File: src/rtl/mux_sel_scheduler.sv
// -----------------------------------------------------------------------------
// mux_sel_scheduler
//   Round-robin grant scheduler that drives the select lines of a downstream
//   4:1 data mux. A grant is held for up to DWELL cycles or until the consumer
//   signals done. The next channel can be granted on the release edge, so a
//   busy stream of requests sees no idle cycles between grants.
//
// Parameters
//   DWELL      maximum cycles per grant (1..255)
//
// Ports
//   clk        clock, rising edge
//   rst        asynchronous reset, active high
//   en         arbitration enable; gates only the start of new grants
//   req[3:0]   per-channel request
//   done       consumer releases the current grant early
//   s0, s1     mux select {s1,s0}; holds the last granted index while idle
//   grant[3:0] one-hot grant, zero when idle
//   busy       a grant is active
//   dwell_cnt  cycles remaining in the current grant (0 when idle)
// -----------------------------------------------------------------------------
module mux_sel_scheduler #(
  parameter int DWELL = 4
) (
  input  logic       clk,
  input  logic       rst,
  input  logic       en,
  input  logic [3:0] req,
  input  logic       done,
  output logic       s0,
  output logic       s1,
  output logic [3:0] grant,
  output logic       busy,
  output logic [7:0] dwell_cnt
);

  localparam int         NUM_CH   = 4;
  localparam logic [7:0] DW_LOAD  = 8'(DWELL - 1);

  typedef enum logic {
    IDLE  = 1'b0,
    GRANT = 1'b1
  } state_t;

  state_t      r_state;
  logic [1:0]  r_ptr;      // next index to search from when idle
  logic [1:0]  r_sel;      // last / current granted index
  logic [3:0]  r_grant;
  logic        r_busy;
  logic [7:0]  r_dwell;

  logic        w_rel;      // current grant ends on this edge
  logic [1:0]  w_base;     // search origin for this edge's arbitration
  logic [3:0]  w_rot;      // requests rotated so bit k is index w_base+k
  logic        w_hit;
  logic [1:0]  w_pick;
  logic        w_start;    // a grant is loaded on this edge

  assign w_rel = (r_state == GRANT) && (done || (r_dwell == 8'd0));

  // On a release edge the pointer is about to become r_sel+1; arbitrate from
  // that value directly so the back-to-back grant already honours it.
  assign w_base = (r_state == GRANT) ? (r_sel + 2'd1) : r_ptr;

  for (genvar k = 0; k < NUM_CH; k++) begin : g_rot
    logic [1:0] w_idx;
    assign w_idx    = w_base + 2'(k);
    assign w_rot[k] = req[w_idx];
  end

  // Lowest rotated position wins; scanning high-to-low lets the last hit stick.
  always_comb begin
    w_hit  = 1'b0;
    w_pick = w_base;
    for (int k = NUM_CH - 1; k >= 0; k--) begin
      if (w_rot[k]) begin
        w_hit  = 1'b1;
        w_pick = w_base + 2'(k);
      end
    end
  end

  assign w_start = en && w_hit && ((r_state == IDLE) || w_rel);

  always_ff @(posedge clk or posedge rst) begin
    if (rst) begin
      r_state <= IDLE;
      r_ptr   <= 2'd0;
      r_sel   <= 2'd0;
      r_grant <= 4'b0000;
      r_busy  <= 1'b0;
      r_dwell <= 8'd0;
    end else begin
      case (r_state)
        IDLE: begin
          if (w_start) begin
            r_state <= GRANT;
            r_sel   <= w_pick;
            r_grant <= 4'b0001 << w_pick;
            r_busy  <= 1'b1;
            r_dwell <= DW_LOAD;
          end
        end
        GRANT: begin
          if (w_rel) begin
            r_ptr <= r_sel + 2'd1;
            if (w_start) begin
              r_sel   <= w_pick;
              r_grant <= 4'b0001 << w_pick;
              r_dwell <= DW_LOAD;
            end else begin
              // r_sel is left alone so the mux output stays stable while idle
              r_state <= IDLE;
              r_grant <= 4'b0000;
              r_busy  <= 1'b0;
              r_dwell <= 8'd0;
            end
          end else begin
            // w_rel covers dwell==0, so this never underflows
            r_dwell <= r_dwell - 8'd1;
          end
        end
        default: begin
          r_state <= IDLE;
          r_grant <= 4'b0000;
          r_busy  <= 1'b0;
          r_dwell <= 8'd0;
        end
      endcase
    end
  end

  assign s0        = r_sel[0];
  assign s1        = r_sel[1];
  assign grant     = r_grant;
  assign busy      = r_busy;
  assign dwell_cnt = r_dwell;

endmodule

File: config.mk
export PLATFORM = sky130hd
export DESIGN_NAME = mux_sel_scheduler
export DESIGN_NICKNAME = d
export VERILOG_FILES = /design/src/rtl/mux_sel_scheduler.sv
export SDC_FILE = /design/constraint.sdc
export NUM_CORES = 1
export LEC_CHECK = 0
export CORE_UTILIZATION = 47
export CTS_BUF_LIST = sky130_fd_sc_hd__clkbuf_4
export CTS_CLUSTER_SIZE = 30
export DETAILED_ROUTE_END_ITERATION = 6
export PLACE_DENSITY = 0.83
export SETUP_SLACK_MARGIN = 0.15
export SLEW_MARGIN = 5
export SYNTH_ARGS = -nofsm -noshare
export SYNTH_HDL_FRONTEND = slang
export SYNTH_SLANG_ARGS = --single-unit
File: constraint.sdc
create_clock -name clk -period 1.8 [get_ports clk]
set_clock_uncertainty 0.2 [all_clocks]
set_input_delay 0.54 -clock clk [delete_from_list [all_inputs] [get_ports clk]]
set_output_delay 0.54 -clock clk [all_outputs]
set_load 0.05 [all_outputs]
==> flow_metrics.tcl, run 1 <==
set metrics [dict create \
    rows 16 \
    synth_top_cell_by_area "dfrtp_1" \
    syn_area_mm2 0.00107 \
    ys_ff_latch 18 \
    yosysWarnings 0 \
    cts_buffers 3 \
    synth_cells 114 \
    die_y_um 49.8 \
    portBuffers 22 \
    error_line "[ERROR DPL-0038] Utilization greater than 100%, impossible to legalize" \
    clock_path_buffers 2 \
    ys_types 35 \
    initial_utilization_pct 52.0 \
    placed_area_mm2 0.00176 \
    worst_endpoint_kind "register input" \
    syn-num-nets 124 \
    dieWidth_um 49.8 \
    cts_root_buf "clkbuf_4" \
    grt-worst-endpoint "r_sel[0]$_DFFE_PP0P_/D" \
    cts_sinks 18 \
    grt_max_degree 19 \
    io_pins 23 \
    htreeDepth 1 \
    synth_top_area_share_pct 42.0 \
    hpwlAfterDp_um 2560 \
    status "stopped before the end" \
    yosysSeqAreaShare_pct 42.0 \
    haltStage "global routing (5_1_grt)" \
    synth_area_per_cell_um2 9.41 \
    place.gp.congestion 0.933 \
    synth_area_leaders "dfrtp_1, nand2_1, o21ai_0, nor4_4, nand2b_1" \
]
==> metrics by stage <==
stage	TNS (ns)	cells	util, %	hold slack (ns)	worst slack [ns]
2_1_floorplan	-0.571	114	-	0.278	-0.0987
3_3_place_gp	-8.48	192	85.6	0.313	-0.575
3_5_place_dp	-9.41	192	85.6	0.345	-0.651
4_1_cts	-0.301	206	96.2	0.375	-0.0614
==> kinds of logic after synthesis <==
logic type                 share of synthesized area (%)
muxes                                               2.10
DFF                                                 42.0
AOI/OAI and AO/OA                                   24.7
and+or+nand+nor                                     23.5
adders and majority gates                           2.33
xor gates and xnor gates                           0.817
buffers and inverters                               4.55
==> repair_timing <==
| action | CTS |
|---|---|
| setup endpoints to repair | 28 |
| cloned | 0 |
| gates resized for setup | 46 |
| pin swaps | 14 |
| setup buffers | 10 |
| hold buffers | 0 |
==> synthesized netlist by cell type (all sizes together) <==
| library cell | number |
|---|---|
| a211oi | 1 |
| a21oi | 5 |
| a221oi | 2 |
| a222oi | 1 |
| a22o | 2 |
| a311o | 1 |
| a311oi | 1 |
| a31oi | 1 |
| a32o | 2 |
| and2 | 1 |
| buf | 2 |
| dfrtp | 18 |
| ha | 2 |
| inv | 8 |
| mux2 | 2 |
| nand2 | 15 |
| nand2b | 6 |
| nand3 | 2 |
| nand3b | 1 |
| nor2 | 8 |
| nor2b | 3 |
| nor3 | 3 |
| nor4 | 2 |
| o21ai | 10 |
| o221ai | 1 |
| o22a | 1 |
| o31a | 1 |
| o31ai | 4 |
| o41ai | 3 |
| or2 | 1 |
| or3 | 3 |
| xor2 | 1 |
==> run 2: changes to the inputs <==
Settings changed: CORE_AREA from default to 2 2 63 65, CORE_UTILIZATION 47 to default, CTS_BUF_LIST sky130_fd_sc_hd__clkbuf_4 to default, CTS_CLUSTER_SIZE 30 to default, DIE_AREA from default to 0 0 65 67, PLACE_DENSITY 0.83 to default, PLACE_DENSITY_LB_ADDON from default to 0.15, SETUP_SLACK_MARGIN 0.15 to default.
Clock period 1.8 ns to 2.34 ns, I/O delays scaled along.
==> flow_metrics.tcl, run 2 <==
set metrics [dict create \
    layout-drive-gt1-share_pct 26.7 \
    reg2reg_depth 6 \
    finalMaxSlewViolations 0 \
    layout.nets 162 \
    critical_path.cell_chain "clkdlybuf4s50_1 > inv_1 > a221oi_2 > buf_4 > nor4_4 > nand3_1 > o21ai_0" \
    final_common_cell "buf_4" \
    p_per_area_mw_per_mm2 1230 \
    maxCapViolCount 0 \
    r2r_slack_ns 0.31 \
    vias 1001 \
    track_usage_pct 13.6 \
    critPathMaxFanout 4 \
    largest_register_ffs 8 \
    synth_top_area_share_pct 42.0 \
    drt_iter0_markers 67 \
    hold_viol 0 \
    die_area_mm2 0.00436 \
    synth_area_per_cell_um2 9.41 \
    dieWidth_um 65 \
    place_ws_ns -0.299 \
    yosysWarnings 0 \
    finalWirelength_um 2680 \
    yosys_most_used_dff "dfrtp_1" \
    dp_cells 194 \
    arrival_ns 2.19 \
    fin_cells 198 \
    max_slew_margin_pct 66.7 \
    synth_edf_count 0 \
    path_clk_slew_ns 0.06 \
    htreeDepth 1 \
    min_period_ns 2.23 \
    portBuffers 22 \
    worst_slack_ns 0.113 \
    synthTopCellsByCount "dfrtp_1, nand2_1, o21ai_0" \
    synth_top_cell_by_area "dfrtp_1" \
    syn_area_mm2 0.00107 \
    peakVddDrop_uv 560 \
    syn-num-nets 124 \
    cts_buffers 3 \
    synth_area_leaders "dfrtp_1, nand2_1, o21ai_0, nor4_4, nand2b_1" \
    wl_per_cell_um 13.5 \
    synth_cells 114 \
    drtPass1Iterations 4 \
    cts_root_buf "clkbuf_8" \
    drc_errors 0 \
    ant_nets 0 \
    rows 22 \
    tightest_slew_ns 0.500 \
    setup_violations 0 \
    antenna_found_initial 0 \
    grt_max_degree 19 \
    io_pins 23 \
    synthArstFlopShare_pct 100 \
    viasPerCell 5.06 \
    clock_path_buffers 2 \
    cts_sinks 18 \
    clk_latency_ns 0.25 \
    hold_path_depth 2 \
    area_growth_pct 38.3 \
    status "finished, final reports clean" \
    end_kind "flip-flop" \
    diodes 0 \
    max_freq_mhz 449 \
    hpwlAfterDp_um 2030 \
    yosysSeqAreaShare_pct 42.0 \
    period_share_pct 95.2 \
    rsz0062_at_grt "false" \
    total_leakage_power_uw 0.000683 \
    ys_ff_latch 18 \
    grt_pass1_wl_um 4560 \
    ys_types 35 \
    use_met3_pct 3.72 \
    cpMaxStageDelayCell "clkdlybuf4s50_1" \
    cts_tree "yes" \
    crit_path_max_incr_delay_ns 0.46 \
    grtUsageMet1_pct 18.2 \
    criticalPathCategory "in2reg" \
    place.gp.congestion 0.901 \
    grt_pass1_vias 950 \
    worstPathRequired_ns 2.30 \
    coreArea_mm2 0.00361 \
    met2_usage_pct 22.6 \
    initial_utilization_pct 29.7 \
    die_y_um 67 \
    fill_cells 369 \
    final_cell_mix "buf_4, dfrtp_1, nand2_1, o21ai_0" \
    busiest_layer "met2" \
    gr-total-overflow 0 \
    critPathLaunchType "input pin" \
    timing.hold.ws_ns 0.312 \
    hold_buffers 0 \
    synth_most_common_cell "dfrtp_1" \
    hold_class "reg2reg" \
]
run 2: cell type report:
type	count	area, µm²	area share, %
Clock buffer	3	41.3	2.78
Inverter	8	30.0	2.03
Multi-Input combinational cell	86	594	40.1
Sequential cell	18	450	30.4
Tap cell	48	60.1	4.05
Timing Repair Buffer	35	307	20.7
run 2: kinds of logic after synthesis:
group	share of synthesized area [%]
AOI/OAI and AO/OA	24.7
xor gates and xnor gates	0.817
adders and majority gates	2.33
buffers and inverters	4.55
DFF	42.0
muxes	2.10
and+or+nand+nor	23.5
run 2: final timing paths:
check	end	startpoint
min in group asynchronous	dwell_cnt[5]	rst
worst max-delay path	grant[2]	req[1]
max in group asynchronous	grant[0]	rst
worst max register to register	grant[2]	r_state
worst min register to register	grant[2]	grant[2]
worst min-delay path	grant[2]	grant[2]
run 2: through the flow:
stage	setup TNS (ns)	total power, µW	utilization [%]	instance area (µm²)
after detailed placement	-2.27	1600	39.1	1410
after global routing	0	1950	41.1	1480
after floorplan	0	1260	-	1070
after global placement	-1.56	1590	39.1	1410
after CTS	0	1820	40.2	1450
final	0	1830	41.1	1480
run 2: critical path, delay by kind of cell:
kind | cells | cell delay (ns)
AO/OA/AOI/OAI | 2 | 0.24
AND/OR/NAND/NOR | 2 | 0.47
buffers and inverters | 3 | 0.77
run 2: where the power goes:
part	leakage (µW)	switching, µW	internal (µW)
clock network	0.0000216	99.7	114
registers	0.000230	145	419
logic	0.000431	644	406
total	0.000683	889	940
run 2: repair_timing:
action / in CTS / in global routing
endpoints found under the setup margin: 2 / 4
resized for setup: 1 / 5
pin swaps: 0 / 2
setup buffers: 0 / 1
endpoints found under the hold margin: 0 / 0
run 2: layer usage:
metal  share of wire, %  vias to the layer above
met5                  0                        -
met4               0.41                        0
met3                4.4                        2
met2                 46                       29
met1                 49                      475
li1                   -                      495
(Power assumes the default switching activity.)
